[src/rtl/niosii_system_pio_pkg.sv]
// Shared constants for the interrupt-capable PIO: register addresses and the
// edge-detect / interrupt-source encodings used as module parameters.
package niosII_system_pio_pkg;

    localparam logic [1:0] ADDR_DATA    = 2'd0;
    localparam logic [1:0] ADDR_DIR     = 2'd1;
    localparam logic [1:0] ADDR_IRQMASK = 2'd2;
    localparam logic [1:0] ADDR_EDGECAP = 2'd3;

    localparam int EDGE_RISE = 0;
    localparam int EDGE_FALL = 1;
    localparam int EDGE_ANY  = 2;

    localparam int IRQ_LEVEL = 0;
    localparam int IRQ_EDGE  = 1;

endpackage

[src/rtl/niosii_system_pio_irq_sync.sv]
// Input synchroniser chain, one-cycle delayed copy (prev) and per-bit edge detect.
// sync_in lags in_port by SYNC_STAGES edges; edge_det is combinational from sync_in/prev.
module niosII_system_pio_sync
    import niosII_system_pio_pkg::*;
#(
    parameter int WIDTH       = 8,
    parameter int SYNC_STAGES = 2,
    parameter int EDGE_TYPE   = EDGE_RISE
) (
    input  logic             clk,
    input  logic             reset_n,
    input  logic [WIDTH-1:0] in_port,
    output logic [WIDTH-1:0] sync_in,
    output logic [WIDTH-1:0] edge_det
);

    logic [SYNC_STAGES-1:0][WIDTH-1:0] sync_q, sync_d;
    logic [WIDTH-1:0]                  prev_q, prev_d;
    logic [WIDTH-1:0]                  rise, fall;

    assign sync_in = sync_q[SYNC_STAGES-1];

    always_comb begin
        sync_d = {sync_q[SYNC_STAGES-2:0], in_port};
        prev_d = sync_in;
        rise   = sync_in & ~prev_q;
        fall   = ~sync_in & prev_q;
        if (EDGE_TYPE == EDGE_FALL) begin
            edge_det = fall;
        end else if (EDGE_TYPE == EDGE_ANY) begin
            edge_det = rise | fall;
        end else begin
            edge_det = rise;
        end
    end

    always_ff @(posedge clk or negedge reset_n) begin
        if (!reset_n) begin
            sync_q <= '0;
            prev_q <= '0;
        end else begin
            sync_q <= sync_d;
            prev_q <= prev_d;
        end
    end

endmodule

[src/rtl/niosii_system_pio_irq.sv]
// Avalon-MM PIO with direction, sticky edge capture and maskable irq; 1-cycle read latency.
// No backpressure: every access completes in one cycle, readdata refreshes each cycle.
module niosii_system_pio_irq
    import niosII_system_pio_pkg::*;
#(
    parameter int               WIDTH       = 8,
    parameter int               SYNC_STAGES = 2,
    parameter int               EDGE_TYPE   = EDGE_RISE,
    parameter int               IRQ_TYPE    = IRQ_EDGE,
    parameter logic [WIDTH-1:0] RESET_OUT   = '0
) (
    input  logic             clk,
    input  logic             reset_n,
    input  logic [1:0]       address,
    input  logic             chipselect,
    input  logic             write_n,
    input  logic [31:0]      writedata,
    output logic [31:0]      readdata,
    input  logic [WIDTH-1:0] in_port,
    output logic [WIDTH-1:0] out_port,
    output logic [WIDTH-1:0] out_oe,
    output logic             irq
);

    logic [WIDTH-1:0] data_out_q, data_out_d;
    logic [WIDTH-1:0] dir_q, dir_d;
    logic [WIDTH-1:0] irqmask_q, irqmask_d;
    logic [WIDTH-1:0] edgecap_q, edgecap_d;
    logic [31:0]      readdata_q, readdata_d;
    logic             irq_q, irq_d;
    logic [WIDTH-1:0] sync_in, edge_det, wd, clr;
    logic             wr_en;
    logic             unused_wd;

    // Bits of writedata above WIDTH are intentionally ignored.
    assign unused_wd = ^writedata;

    niosII_system_pio_sync #(
        .WIDTH       (WIDTH),
        .SYNC_STAGES (SYNC_STAGES),
        .EDGE_TYPE   (EDGE_TYPE)
    ) u_sync (
        .clk      (clk),
        .reset_n  (reset_n),
        .in_port  (in_port),
        .sync_in  (sync_in),
        .edge_det (edge_det)
    );

    always_comb begin
        wr_en      = chipselect & ~write_n;
        wd         = writedata[WIDTH-1:0];
        data_out_d = data_out_q;
        dir_d      = dir_q;
        irqmask_d  = irqmask_q;
        clr        = '0;
        if (wr_en) begin
            case (address)
                ADDR_DATA:    data_out_d = wd;
                ADDR_DIR:     dir_d      = wd;
                ADDR_IRQMASK: irqmask_d  = wd;
                default:      clr        = wd;
            endcase
        end
        // A fresh edge wins over a same-cycle clear so no event is dropped.
        edgecap_d = (edgecap_q & ~clr) | edge_det;

        if (IRQ_TYPE == IRQ_LEVEL) begin
            irq_d = |(sync_in & irqmask_q);
        end else begin
            irq_d = |(edgecap_q & irqmask_q);
        end

        readdata_d = '0;
        case (address)
            ADDR_DATA:    readdata_d[WIDTH-1:0] = (dir_q & data_out_q) | (~dir_q & sync_in);
            ADDR_DIR:     readdata_d[WIDTH-1:0] = dir_q;
            ADDR_IRQMASK: readdata_d[WIDTH-1:0] = irqmask_q;
            default:      readdata_d[WIDTH-1:0] = edgecap_q;
        endcase
    end

    always_ff @(posedge clk or negedge reset_n) begin
        if (!reset_n) begin
            data_out_q <= RESET_OUT;
            dir_q      <= '0;
            irqmask_q  <= '0;
            edgecap_q  <= '0;
            readdata_q <= '0;
            irq_q      <= 1'b0;
        end else begin
            data_out_q <= data_out_d;
            dir_q      <= dir_d;
            irqmask_q  <= irqmask_d;
            edgecap_q  <= edgecap_d;
            readdata_q <= readdata_d;
            irq_q      <= irq_d;
        end
    end

    assign out_port = data_out_q;
    assign out_oe   = dir_q;
    assign readdata = readdata_q;
    assign irq      = irq_q;

endmodule

[config.mk]
export PLATFORM = sky130hd
export DESIGN_NAME = niosii_system_pio_irq
export DESIGN_NICKNAME = d
export VERILOG_FILES = /design/src/rtl/niosii_system_pio_pkg.sv /design/src/rtl/niosii_system_pio_irq_sync.sv /design/src/rtl/niosii_system_pio_irq.sv
export SDC_FILE = /design/constraint.sdc
export NUM_CORES = 1
export LEC_CHECK = 0
export ABC_AREA = 1
export BUFFER_PORTS_ARGS = -buffer_cell sky130_fd_sc_hd__buf_2
export CORE_UTILIZATION = 48
export CTS_BUF_LIST = sky130_fd_sc_hd__clkbuf_4
export DETAILED_ROUTE_END_ITERATION = 10
export PLACE_DENSITY = 0.81
export SLEW_MARGIN = 20
export SYNTH_ARGS = -nofsm -noshare
export SYNTH_HDL_FRONTEND = slang
export SYNTH_SLANG_ARGS = --single-unit
[constraint.sdc]
create_clock -name clk -period 1.75 [get_ports clk]
set_input_delay 0.2625 -clock clk [delete_from_list [all_inputs] [get_ports clk]]
set_output_delay 0.2625 -clock clk [all_outputs]
set_load 0.01 [all_outputs]
==> metrics.md, run 1 <==
| Metric | Value |
|---|---|
| Count of fill cells added during filler insertion | 554 |
| Post-route minimum period | roughly 1.3 ns |
| Clock root buffer master | sky130_fd_sc_hd__clkbuf_4 |
| Number of clock sinks seen by CTS | 65 |
| Placed wire-length estimate | approximately 3600 microns |
| Final critical-path setup slack | a little under 0.5 ns |
| Antenna violations before repair | 0 |
| Post-synthesis to final-layout area growth | 13.3% |
| Count of H-tree levels built during CTS | 3 |
| Status | completed |
| Avg Cell Area, Syn | 9.47 sq um |
| Max rail drop VDD | roughly 0.00056 V |
| Clock tree from TritonCTS | done |
| Cells after DPL | 423 |
| Die Outline Area | around 6400 sq um |
| Via/cell ratio | about 4.7 |
| Most numerous cell in the Yosys netlist | sky130_fd_sc_hd__nand2_1 |
| Share of the clock period used by the worst path after layout | around 73% |
| Wire length of the first global-routing pass | a little under 9000 microns |
| Worst Path Buf+Inv | 1 |
| Final layout net count | around 410 |
| Maximum buffer depth of the clock tree | 2 |
| Number of global-route vias before repair | approximately 2.0k |
| Final estimated routing congestion in global placement | a little under 0.8 |
| Floorplan die width | about 80 microns |
| Final std cells w/o fill | between 400 and 500 |
| Worst reg2reg setup slack | 0.87 ns |
| Area share of the largest cell type after synthesis | ~56% |
| Core occupancy in the finished layout | between 50% and 60% |
| Standard cell core area | between 5000 and 6000 sq um |
| Post-CTS setup buffer count | 0 |
| Critical-path cell with the highest stage delay | sky130_fd_sc_hd__dfrtp_1 |
| DR WL/cell | between 10 and 15 microns |
| Number of enable flip-flop cells after synthesis | 0 |
| Number of pins exceeding their max-slew limit in the final report | 0 |
| Post-synthesis instance area | slightly below 3000 sq um |
| Top cell type by total area after synthesis | sky130_fd_sc_hd__dfrtp_1 |
| Crit path cell chain | buf_2 |
| Initial DRC Count | 125 |
| Most frequently used flop master after synthesis | sky130_fd_sc_hd__dfrtp_1 |
| Total setup violations reported at the end of the flow | 0 |
| Nature of the critical path endpoint | output port |
| Cells after Synth | 308 |
| First-pass DRT Iterations | 4 |
| Main area contributors after synthesis | sky130_fd_sc_hd__dfrtp_1 (56%), sky130_fd_sc_hd__nand2_1 (11%), sky130_fd_sc_hd__nand3_1 (6.5%) |
| Delay-heaviest family, CP | flip-flops |
| TritonCTS Buffers | 9 |
| Worst clock skew on the final layout | ~0.013 ns |
| Residual antenna-violating net count after detailed routing | 0 |
| Path class of the lowest-slack min-delay path | in -> reg |
| Placement Setup Slack | 0.404 ns |
| Pin count of the biggest net entering global routing | 66 |
| Std cell rows | 28 |
| Fraction of layout cells with a size suffix above 1 | 25.7% |
| Total number of vias | 2099 |
| Arrival time of the worst setup path | 1.01 ns |
| Unrepaired setup endpoints after global routing | no |
| Total leakage power | around 1.8 nW |
| Required time of the worst setup path | 1.49 ns |
| Stage delay of the slowest cell on the critical path | about 0.45 ns |
| Tot Pwr | about 3.4 mW |
| Remaining Overflow, GRT | 0 |
| Pwr dens | between 1000 and 1500 nW/um^2 |
| Yosys warning total | 0 |
| Initial Util | a little under 50% |
| Final hold violation count | 0 |
| Aggregate global-route resource usage | a little under a fifth |
| Leading post-synthesis cells by instance count | sky130_fd_sc_hd__nand2_1 (85), sky130_fd_sc_hd__dfrtp_1 (65), sky130_fd_sc_hd__inv_1 (41), sky130_fd_sc_hd__nand3_1 (38), sky130_fd_sc_hd__buf_4 (24) |
| Vertical die dimension | approximately 80 microns |
| FF+latch area | ~1600 sq um |
| Netlist cell types | 17 |
| Area occupied by multi-input gates | ~940 sq um |
| Fmax achieved | about 0.79 GHz |
| FF+latch count, synth | 65 |
| Worst Setup Path Type | reg -> out |
| Critical path peak fanout | 5 |
| Register area share after synthesis | 55.7% |
| Number of remaining DRC errors | 0 |
| Later-pin clock latency in the skew report | 0.40 ns |
| Max-Cap Viols | 0 |
| Type of origin of the critical path | flip-flop |
| Final TNS setup | 0 ns |
| Clock input transition at the sequential cells of the worst setup and hold paths | around 0.10 ns |
| IO Pins | 95 |
| FFs w/ async S/R, synth | between 90% and 100% |
| Antenna diode count | 0 |
| Count of buffers inserted at the top-level ports | 46 |
| Drt total wl | between 5000 and 6000 microns |
==> flip-flops by register name, summed over array words and instances, names as in the netlist <==
name / cells
edgecap_q: 8
irqmask_q: 8
out_oe: 8
out_port: 8
readdata: 8
u_sync.prev_q: 8
u_sync.sync_d: 8
u_sync.sync_in: 8
irq: 1
==> where the power goes <==
part,switching [mW],internal (mW)
logic,0.375,0.253
clock network,0.491,0.453
registers,0.123,1.68
total,0.990,2.38
==> area by class of cell <==
| type | count | area share, % |
|---|---|---|
| Multi-Input combinational cell | 191 | 28.4 |
| Tap cell | 75 | 2.84 |
| Clock inverter | 5 | 1.40 |
| Timing Repair Buffer | 57 | 10.5 |
| Inverter | 44 | 5.15 |
| Sequential cell | 65 | 49.2 |
| Clock buffer | 11 | 2.50 |
==> cell usage in the layout, fill, tap and decap left out <==
| cell | Yosys | routed |
|---|---|---|
| sky130_fd_sc_hd__nand2_1 | 85 | 85 |
| sky130_fd_sc_hd__dfrtp_1 | 65 | 65 |
| sky130_fd_sc_hd__buf_2 | 0 | 46 |
| sky130_fd_sc_hd__inv_1 | 41 | 41 |
| sky130_fd_sc_hd__nand3_1 | 38 | 38 |
| sky130_fd_sc_hd__conb_1 | 1 | 24 |
| sky130_fd_sc_hd__o21ai_2 | 14 | 14 |
| sky130_fd_sc_hd__clkbuf_4 | 0 | 11 |
| sky130_fd_sc_hd__o21ai_1 | 10 | 10 |
| sky130_fd_sc_hd__dlygate4sd3_1 | 0 | 9 |
| sky130_fd_sc_hd__or2_2 | 8 | 8 |
| sky130_fd_sc_hd__nor2_4 | 4 | 4 |
| sky130_fd_sc_hd__nand2_4 | 4 | 4 |
| sky130_fd_sc_hd__clkinv_1 | 0 | 3 |
| sky130_fd_sc_hd__inv_2 | 2 | 2 |
| sky130_fd_sc_hd__nand3_2 | 2 | 2 |
| sky130_fd_sc_hd__nor2_1 | 2 | 2 |
| sky130_fd_sc_hd__inv_6 | 1 | 1 |
| sky130_fd_sc_hd__clkinv_2 | 0 | 1 |
| sky130_fd_sc_hd__bufinv_16 | 0 | 1 |
| sky130_fd_sc_hd__buf_4 | 24 | 1 |
| sky130_fd_sc_hd__buf_12 | 1 | 1 |
==> metal layers <==
layer | up-vias | GRT usage, % | wire (microns) | part of all wire (%)
met3 | 12 | 8.46 | 382 | 7.2
met2 | 70 | 29.7 | 2560 | 48
met4 | 0 | 8.93 | 120 | 2.3
li1 | 1029 | - | - | -
met5 | - | 0 | 0 | 0
met1 | 988 | 22.8 | 2220 | 42
==> stage by stage <==
stage	instance area (sq um)	hold WS, ns
finish	3310	0.142
global route	3310	0.129
CTS	3310	0.115
detailed placement	3090	0.300
global placement	3090	0.297
floorplan	3000	-0.0331
==> what timing repair did <==
action,4_1_cts,5_1_grt
endpoints found under the hold margin,73,0
hold buffers,9,0
gates resized for setup,0,0
==> logic make-up (layout without fill, tap and decap cells) <==
| logic type | Yosys count | after routing | synth area share, % |
|---|---|---|---|
| simple gates | 143 | 143 | 23.2 |
| buf+inv | 75 | 117 | 15.0 |
| flops | 65 | 65 | 55.7 |
| compound gates | 24 | 24 | 5.92 |
| other cells | 1 | 24 | 0.129 |
==> final timing paths <==
| path | from | end | depth (start not counted) |
|---|---|---|---|
| min in group asynchronous | reset_n | u_sync.sync_d[11] | 3 |
| hold / removal | writedata[6] | edgecap_q[6] | 4 |
| setup / recovery | out_oe[7] | out_oe[7] | 1 |
| max in group asynchronous | reset_n | irqmask_q[5] | 3 |
| hold reg to reg | u_sync.sync_d[10] | u_sync.sync_in[2] | 0 |
| setup reg to reg | out_oe[2] | readdata[2] | 4 |
(Power assumes the default switching activity.)
==> run 2, diff against run 1 <==
CORE_UTILIZATION = 47   (was 48)
PLACE_DENSITY = 0.83   (was 0.81)
clock period = 1.03 ns   (was 1.75 ns; I/O delays follow)
==> run 2 against run 1 <==
Against the previous run:
- the run now ends with negative setup slack left
- wire length is 8.6% higher
- sequential cell count stayed put
- first-iteration DRC count is 18% higher
- final area is 7.6% higher
- core utilization is 3.6 points higher
- global-route usage is 0.95 points higher
- clock-buffer cell count is 1 lower
- hold slack worse by 0.11 ns
- clock skew is 0.0021 ns lower
- setup slack worse by 0.56 ns
- critical path depth stayed put
- highest routed layer unchanged
==> metrics.md, run 2 (synthesis results as in run 1) <==
| Metric | Value |
|---|---|
| Status | finished with violations (was completed) |
| Violated checks | negative setup slack |
| TritonCTS Buffers | 9 (unchanged) |
| Total number of vias | 2194 (was 2099) |
| Nature of the critical path endpoint | output port (unchanged) |
| Final std cells w/o fill | 475 (was 448) |
| Worst clock skew on the final layout | 0.0111 ns (was 0.0132 ns) |
| Number of global-route vias before repair | 2062 (was 1986) |
| Number of clock sinks seen by CTS | 65 (unchanged) |
| Antenna violations before repair | 0 (unchanged) |
| Count of buffers inserted at the top-level ports | 46 (unchanged) |
| Arrival time of the worst setup path | 0.96 ns (was 1.01 ns) |
| Post-route minimum period | about 1.1 ns |
| Later-pin clock latency in the skew report | 0.41 ns (was 0.40 ns) |
| Number of pins exceeding their max-slew limit in the final report | 0 (unchanged) |
| Final layout net count | 441 (was 414) |
| Clock input transition at the sequential cells of the worst setup and hold paths | 0.11 ns (was 0.10 ns) |
| Max rail drop VDD | 0.000832 V (was 0.000557 V) |
| Critical path peak fanout | 2 (was 5) |
| Placed wire-length estimate | 3840 microns (was 3580 microns) |
| Total leakage power | 1.92 nW (was 1.78 nW) |
| Clock tree from TritonCTS | done (unchanged) |
| Area occupied by multi-input gates | 945 sq um (was 940 sq um) |
| Commonest non-fill, non-tap cell in the layout | sky130_fd_sc_hd__nand2_1 (unchanged) |
| Maximum buffer depth of the clock tree | 2 (unchanged) |
| Initial DRC Count | 147 (was 125) |
| Delay-heaviest family, CP | flip-flops (unchanged) |
| Number of remaining DRC errors | 0 (unchanged) |
| First-pass DRT Iterations | 4 (unchanged) |
| Share of the clock period used by the worst path after layout | 108% |
| Die Outline Area | 6530 sq um (was 6390 sq um) |
| Initial Util | 49.0% (was 49.6%) |
| Final critical-path setup slack | -0.0802 ns (was 0.481 ns) |
| Final hold violation count | 0 (unchanged) |
| Cells after DPL | 434 (was 423) |
| Most frequent cells in the layout | sky130_fd_sc_hd__nand2_1 (85), sky130_fd_sc_hd__dfrtp_1 (65), sky130_fd_sc_hd__buf_2 (44), sky130_fd_sc_hd__inv_1 (41), sky130_fd_sc_hd__nand3_1 (37) (was sky130_fd_sc_hd__nand2_1 (85), sky130_fd_sc_hd__dfrtp_1 (65), sky130_fd_sc_hd__buf_2 (46), sky130_fd_sc_hd__inv_1 (41), sky130_fd_sc_hd__nand3_1 (38)) |
| Worst-case hold slack | 0.0369 ns (was 0.142 ns) |
| Max-Cap Viols | 0 (unchanged) |
| Count of H-tree levels built during CTS | 3 (unchanged) |
| Pwr dens | 1630 nW/um^2 (was 1020 nW/um^2) |
| Wire length of the first global-routing pass | 9560 microns (was 8880 microns) |
| Count of fill cells added during filler insertion | 523 (was 554) |
| Remaining Overflow, GRT | 0 (unchanged) |
| Clock root buffer master | sky130_fd_sc_hd__clkbuf_4 (unchanged) |
| Unrepaired setup endpoints after global routing | yes (was no) |
| Final estimated routing congestion in global placement | 0.798 (was 0.780) |
| Total setup violations reported at the end of the flow | 25 (was 0) |
| Pin count of the biggest net entering global routing | 36 (was 66) |
| Aggregate global-route resource usage | 20.1% (was 19.1%) |
| Residual antenna-violating net count after detailed routing | 0 (unchanged) |
| Worst Setup Path Type | reg -> out (unchanged) |
| DR WL/cell | 12.1 microns (was 11.8 microns) |
| Fraction of layout cells with a size suffix above 1 | 31.3% (was 25.7%) |
| IO Pins | 95 (unchanged) |
| Path class of the lowest-slack min-delay path | in -> reg (unchanged) |
| Final TNS setup | -1.35 ns (was 0 ns) |
| Crit path cell chain | buf_2 (unchanged) |
| Drt total wl | 5740 microns (was 5280 microns) |
| Stage delay of the slowest cell on the critical path | 0.41 ns (was 0.45 ns) |
| Post-synthesis to final-layout area growth | 22.0% (was 13.3%) |
| Vertical die dimension | 80.8 microns (was 80.0 microns) |
| Core occupancy in the finished layout | 59.7% (was 56.2%) |
| Fmax achieved | 0.901 GHz |
| Floorplan die width | 80.8 microns (was 80.0 microns) |
| Worst Path Buf+Inv | 1 (unchanged) |
| Via/cell ratio | 4.62 (was 4.69) |
| Antenna diode count | 0 (unchanged) |
| Standard cell core area | 5960 sq um (was 5890 sq um) |
| FF+latch area | 1630 sq um (unchanged) |
| Required time of the worst setup path | 0.88 ns (was 1.49 ns) |
| Critical-path cell with the highest stage delay | sky130_fd_sc_hd__dfrtp_1 (unchanged) |
| Type of origin of the critical path | flip-flop (unchanged) |
| Std cell rows | 28 (unchanged) |
[run 2: worst reg2reg max path: cells and delay by family (launching register included)]
kind                   cells  cell delay (ns)
flip-flops                 1             0.41
buffers and inverters      2             0.20
AND/OR/NAND/NOR            3             0.24
[run 2: repair_timing]
item / CTS / global route
hold buffers: 9 / 0
pin swaps: 0 / 0
gates resized for setup: 0 / 3
setup endpoints to repair: 25 / 26
buffers inserted: 16 / 0
hold endpoints to repair: 73 / 0
[run 2: worst paths after layout]
path                       cells after the start  slack [ns]             start                end
max in group asynchronous                      3        0.40           reset_n        out_port[0]
setup reg to reg                               5        0.08         out_oe[2]        readdata[2]
setup / recovery                               1       -0.08         out_oe[1]          out_oe[1]
min in group asynchronous                      2        0.15           reset_n  u_sync.sync_d[14]
hold / removal                                 4        0.04      writedata[3]       edgecap_q[3]
hold reg to reg                                0        0.36  u_sync.sync_d[8]  u_sync.sync_in[0]
[run 2: per-stage QoR]
step	power, mW	worst slack, ns	cell area, sq um
3_3_place_gp	4.17	-0.0166	3220
3_5_place_dp	4.22	-0.0436	3220
5_1_grt	6.16	-0.138	3560
2_1_floorplan	3.82	0.119	3000
6_report	5.80	-0.0802	3560
4_1_cts	5.83	-0.111	3540
[run 2: final cells by class]
class	count	area share, %
clock buffers	10	2.11
clock inverters	6	0.985
inverters	44	4.78
multi-input cells	191	26.5
flip-flops and latches	65	45.7
well taps	75	2.64
repair buffers	84	17.2
[run 2: layer usage]
metal | routed length (microns) | track usage [%]
met1 | 2630 | 25.9
met2 | 2730 | 31.7
met3 | 282 | 5.96
met4 | 97 | 8.39
met5 | 0 | 0
[run 2: where the power goes]
group	internal (mW)	total [mW]	switching [mW]
Clock	0.501	1.40	0.899
Sequential	2.85	3.01	0.164
Combinational	0.637	1.39	0.749
==> run 3, diff against run 2 <==
CORE_UTILIZATION = 32   (was 47)
PLACE_DENSITY = 0.62   (was 0.83)
==> run 3 against run 2 <==
Against the previous run:
- largest power group unchanged
- the flow still finishes with violations (negative setup slack)
- combinational power grew 3%
- setup slack lost 0.032 ns
- final cell count grew 7.8%
- clock skew grew 0.0048 ns
- first-iteration DRC count shrank 42%
- core utilization shrank 18 points
- critical path type unchanged
- power grew 14%
- sequential share of layout area shrank 1.7 points
- hold slack lost 0.011 ns
- global-route usage shrank 6.3 points
- die area grew 46%
==> metrics.md, run 3 (synthesis results as in run 1) <==
| Metric | Value |
|---|---|
| Number of global-route vias before repair | 2130 (was 2062) |
| Worst Path Buf+Inv | 1 (unchanged) |
| Max rail drop VDD | 0.000752 V (was 0.000832 V) |
| Die Outline Area | 9500 sq um (was 6530 sq um) |
| Net Switching | 1.83 mW (was 1.81 mW) |
| Pin count of the biggest net entering global routing | 66 (was 36) |
| Initial Util | 33.3% (was 49.0%) |
| Type of origin of the critical path | flip-flop (unchanged) |
| Crit path cell chain | buf_2 (unchanged) |
| Cell internal power dissipation | 4.75 mW (was 3.99 mW) |
| Number of remaining DRC errors | 0 (unchanged) |
| Worst clock skew on the final layout | 0.0160 ns (was 0.0111 ns) |
| Critical path peak fanout | 3 (was 2) |
| Fraction of layout cells with a size suffix above 1 | 33.9% (was 31.3%) |
| Residual antenna-violating net count after detailed routing | 0 (unchanged) |
| Final estimated routing congestion in global placement | 0.774 (was 0.798) |
| Count of H-tree levels built during CTS | 3 (unchanged) |
| Count of buffers inserted at the top-level ports | 46 (unchanged) |
| Antenna diode count | 0 (unchanged) |
| Total number of vias | 2165 (was 2194) |
| Delay-heaviest family, CP | flip-flops (unchanged) |
| Max-Cap Viols | 0 (unchanged) |
| Path class of the lowest-slack min-delay path | in -> reg (unchanged) |
| Clock root buffer master | sky130_fd_sc_hd__clkbuf_4 (unchanged) |
| Pwr dens | 1780 nW/um^2 (was 1630 nW/um^2) |
| Placed wire-length estimate | 4020 microns (was 3840 microns) |
| Worst Setup Path Type | reg -> out (unchanged) |
| Final critical-path setup slack | -0.113 ns (was -0.0802 ns) |
| Final hold violation count | 0 (unchanged) |
| Fmax achieved | 0.875 GHz (was 0.901 GHz) |
| Remaining Overflow, GRT | 0 (unchanged) |
| Most frequent cells in the layout | sky130_fd_sc_hd__nand2_1 (85), sky130_fd_sc_hd__dfrtp_1 (65), sky130_fd_sc_hd__buf_2 (43), sky130_fd_sc_hd__inv_1 (40), sky130_fd_sc_hd__buf_4 (31) (was sky130_fd_sc_hd__nand2_1 (85), sky130_fd_sc_hd__dfrtp_1 (65), sky130_fd_sc_hd__buf_2 (44), sky130_fd_sc_hd__inv_1 (41), sky130_fd_sc_hd__nand3_1 (37)) |
| Stage delay of the slowest cell on the critical path | 0.42 ns (was 0.41 ns) |
| Power share of the combinational group | 21.7% (was 23.9%) |
| Later-pin clock latency in the skew report | 0.42 ns (was 0.41 ns) |
| IO Pins | 95 (unchanged) |
| Standard cell core area | 8760 sq um (was 5960 sq um) |
| Number of pins exceeding their max-slew limit in the final report | 0 (unchanged) |
| Count of fill cells added during filler insertion | 889 (was 523) |
| Drt total wl | 5970 microns (was 5740 microns) |
| Aggregate global-route resource usage | 13.7% (was 20.1%) |
| Std cell rows | 34 (was 28) |
| Area occupied by multi-input gates | 980 sq um (was 945 sq um) |
| Vertical die dimension | 97.5 microns (was 80.8 microns) |
| Total setup violations reported at the end of the flow | 25 (unchanged) |
| Total leakage power | 1.98 nW (was 1.92 nW) |
| Floorplan die width | 97.5 microns (was 80.8 microns) |
| Antenna violations before repair | 0 (unchanged) |
| Fraction of power spent switching nets | 27.8% (was 31.3%) |
| Required time of the worst setup path | 0.88 ns (about the same) |
| Nature of the critical path endpoint | output port (unchanged) |
| Initial DRC Count | 85 (was 147) |
| Post-synthesis to final-layout area growth | 26.6% (was 22.0%) |
| Core occupancy in the finished layout | 42.2% (was 59.7%) |
| Maximum buffer depth of the clock tree | 2 (unchanged) |
| Post-place instance area | 3210 sq um (was 3220 sq um) |
| TritonCTS Buffers | 9 (unchanged) |
| Number of clock sinks seen by CTS | 65 (unchanged) |
| Clock input transition at the sequential cells of the worst setup and hold paths | 0.11 ns (about the same) |
| Arrival time of the worst setup path | 0.99 ns (was 0.96 ns) |
| FF+latch area | 1630 sq um (unchanged) |
| Clock tree from TritonCTS | done (unchanged) |
| Via/cell ratio | 4.23 (was 4.62) |
| Post-route minimum period | 1.14 ns (was 1.11 ns) |
| Cell area after layout | 3690 sq um (was 3560 sq um) |
| Unrepaired setup endpoints after global routing | yes (unchanged) |
| Part of the total power dissipated in the clock network | 32.6% (was 24.2%) |
| Violated checks | negative setup slack (unchanged) |
| Share of the clock period used by the worst path after layout | 111% (was 108%) |
| First-pass DRT Iterations | 4 (unchanged) |
| Wire length of the first global-routing pass | 10100 microns (was 9560 microns) |
| Status | finished with violations (unchanged) |
| Sequential fraction of design power | 45.7% (was 51.9%) |
| DR WL/cell | 11.7 microns (was 12.1 microns) |
| Final layout net count | 445 (was 441) |
| Commonest non-fill, non-tap cell in the layout | sky130_fd_sc_hd__nand2_1 (unchanged) |
| Critical-path cell with the highest stage delay | sky130_fd_sc_hd__dfrtp_1 (unchanged) |
run 3: cell count changes in the layout (fill, tap and decap cells not counted), moves of 2 or more:
cell	before	now
sky130_fd_sc_hd__nand3_2	3	10
sky130_fd_sc_hd__bufinv_16	0	3
sky130_fd_sc_hd__buf_12	5	1
sky130_fd_sc_hd__nand3_1	37	30
sky130_fd_sc_hd__buf_4	24	31
sky130_fd_sc_hd__clkinvlp_4	3	1
run 3: area by class of cell:
cell class	instances	share of cell area [%]
clock buffer	10	2.03
clock inverter	6	2.88
inverter	44	4.61
multi-input combinational	191	26.5
sequential	65	44.0
tap	108	3.66
timing repair buffer	88	16.3
run 3: worst min-delay path: cells and delay by family:
family,cells,cell delay [ns]
buf+inv,1,0.10
simple gates,3,0.17
run 3: final timing paths:
path,start,endpoint,slack (ns),cells after the start
worst max-delay path,out_port[3],out_port[3],-0.11,1
worst min-delay path,writedata[2],edgecap_q[2],0.03,4
worst max register to register,out_oe[0],readdata[0],0.01,6
worst min register to register,u_sync.sync_d[8],u_sync.sync_in[0],0.36,0
max in group asynchronous,reset_n,u_sync.sync_d[12],0.48,3
min in group asynchronous,reset_n,u_sync.prev_q[6],0.25,3
run 3: power by group through the flow:
stage	clock (mW)	combinational (mW)	sequential (mW)
5_1_grt	2.31	1.61	3.05
6_report	2.14	1.43	3.01
2_1_floorplan	0	0.655	3.16
4_1_cts	2.21	1.34	3.01
3_5_place_dp	0	1.09	3.12
3_3_place_gp	0	1.08	3.11
run 3: per-layer routing:
metal / wire length, microns / share of wire [%] / vias to the layer above / GRT usage [%]
li1: - / - / 1086 / -
met1: 2710 / 45 / 1015 / 17.1
met2: 2840 / 48 / 55 / 21.6
met3: 346 / 5.8 / 9 / 5.97
met4: 70 / 1.2 / 0 / 4.07
met5: 0 / 0 / - / 0
run 3: metrics by stage:
| stage | hold slack [ns] | worst slack, ns | total power, mW | setup TNS (ns) | cells |
|---|---|---|---|---|---|
| CTS | 0.00688 | -0.135 | 6.56 | -2.25 | 507 |
| floorplan | -0.141 | 0.119 | 3.82 | 0 | 331 |
| detailed placement | 0.193 | -0.0776 | 4.21 | -1.06 | 467 |
| global placement | 0.196 | -0.0421 | 4.18 | -0.398 | 467 |
| finish | 0.0264 | -0.113 | 6.58 | -1.56 | 512 |
| global route | 0.0167 | -0.170 | 6.97 | -3.04 | 512 |
run 3: repair_timing:
| item | CTS | global route |
|---|---|---|
| setup buffers | 14 | 5 |
| gates resized for setup | 0 | 12 |
| hold buffers | 10 | 0 |
| pin swaps | 0 | 1 |
| gates cloned | 0 | 0 |
| hold endpoints to repair | 74 | 0 |
| endpoints found under the setup margin | 25 | 26 |
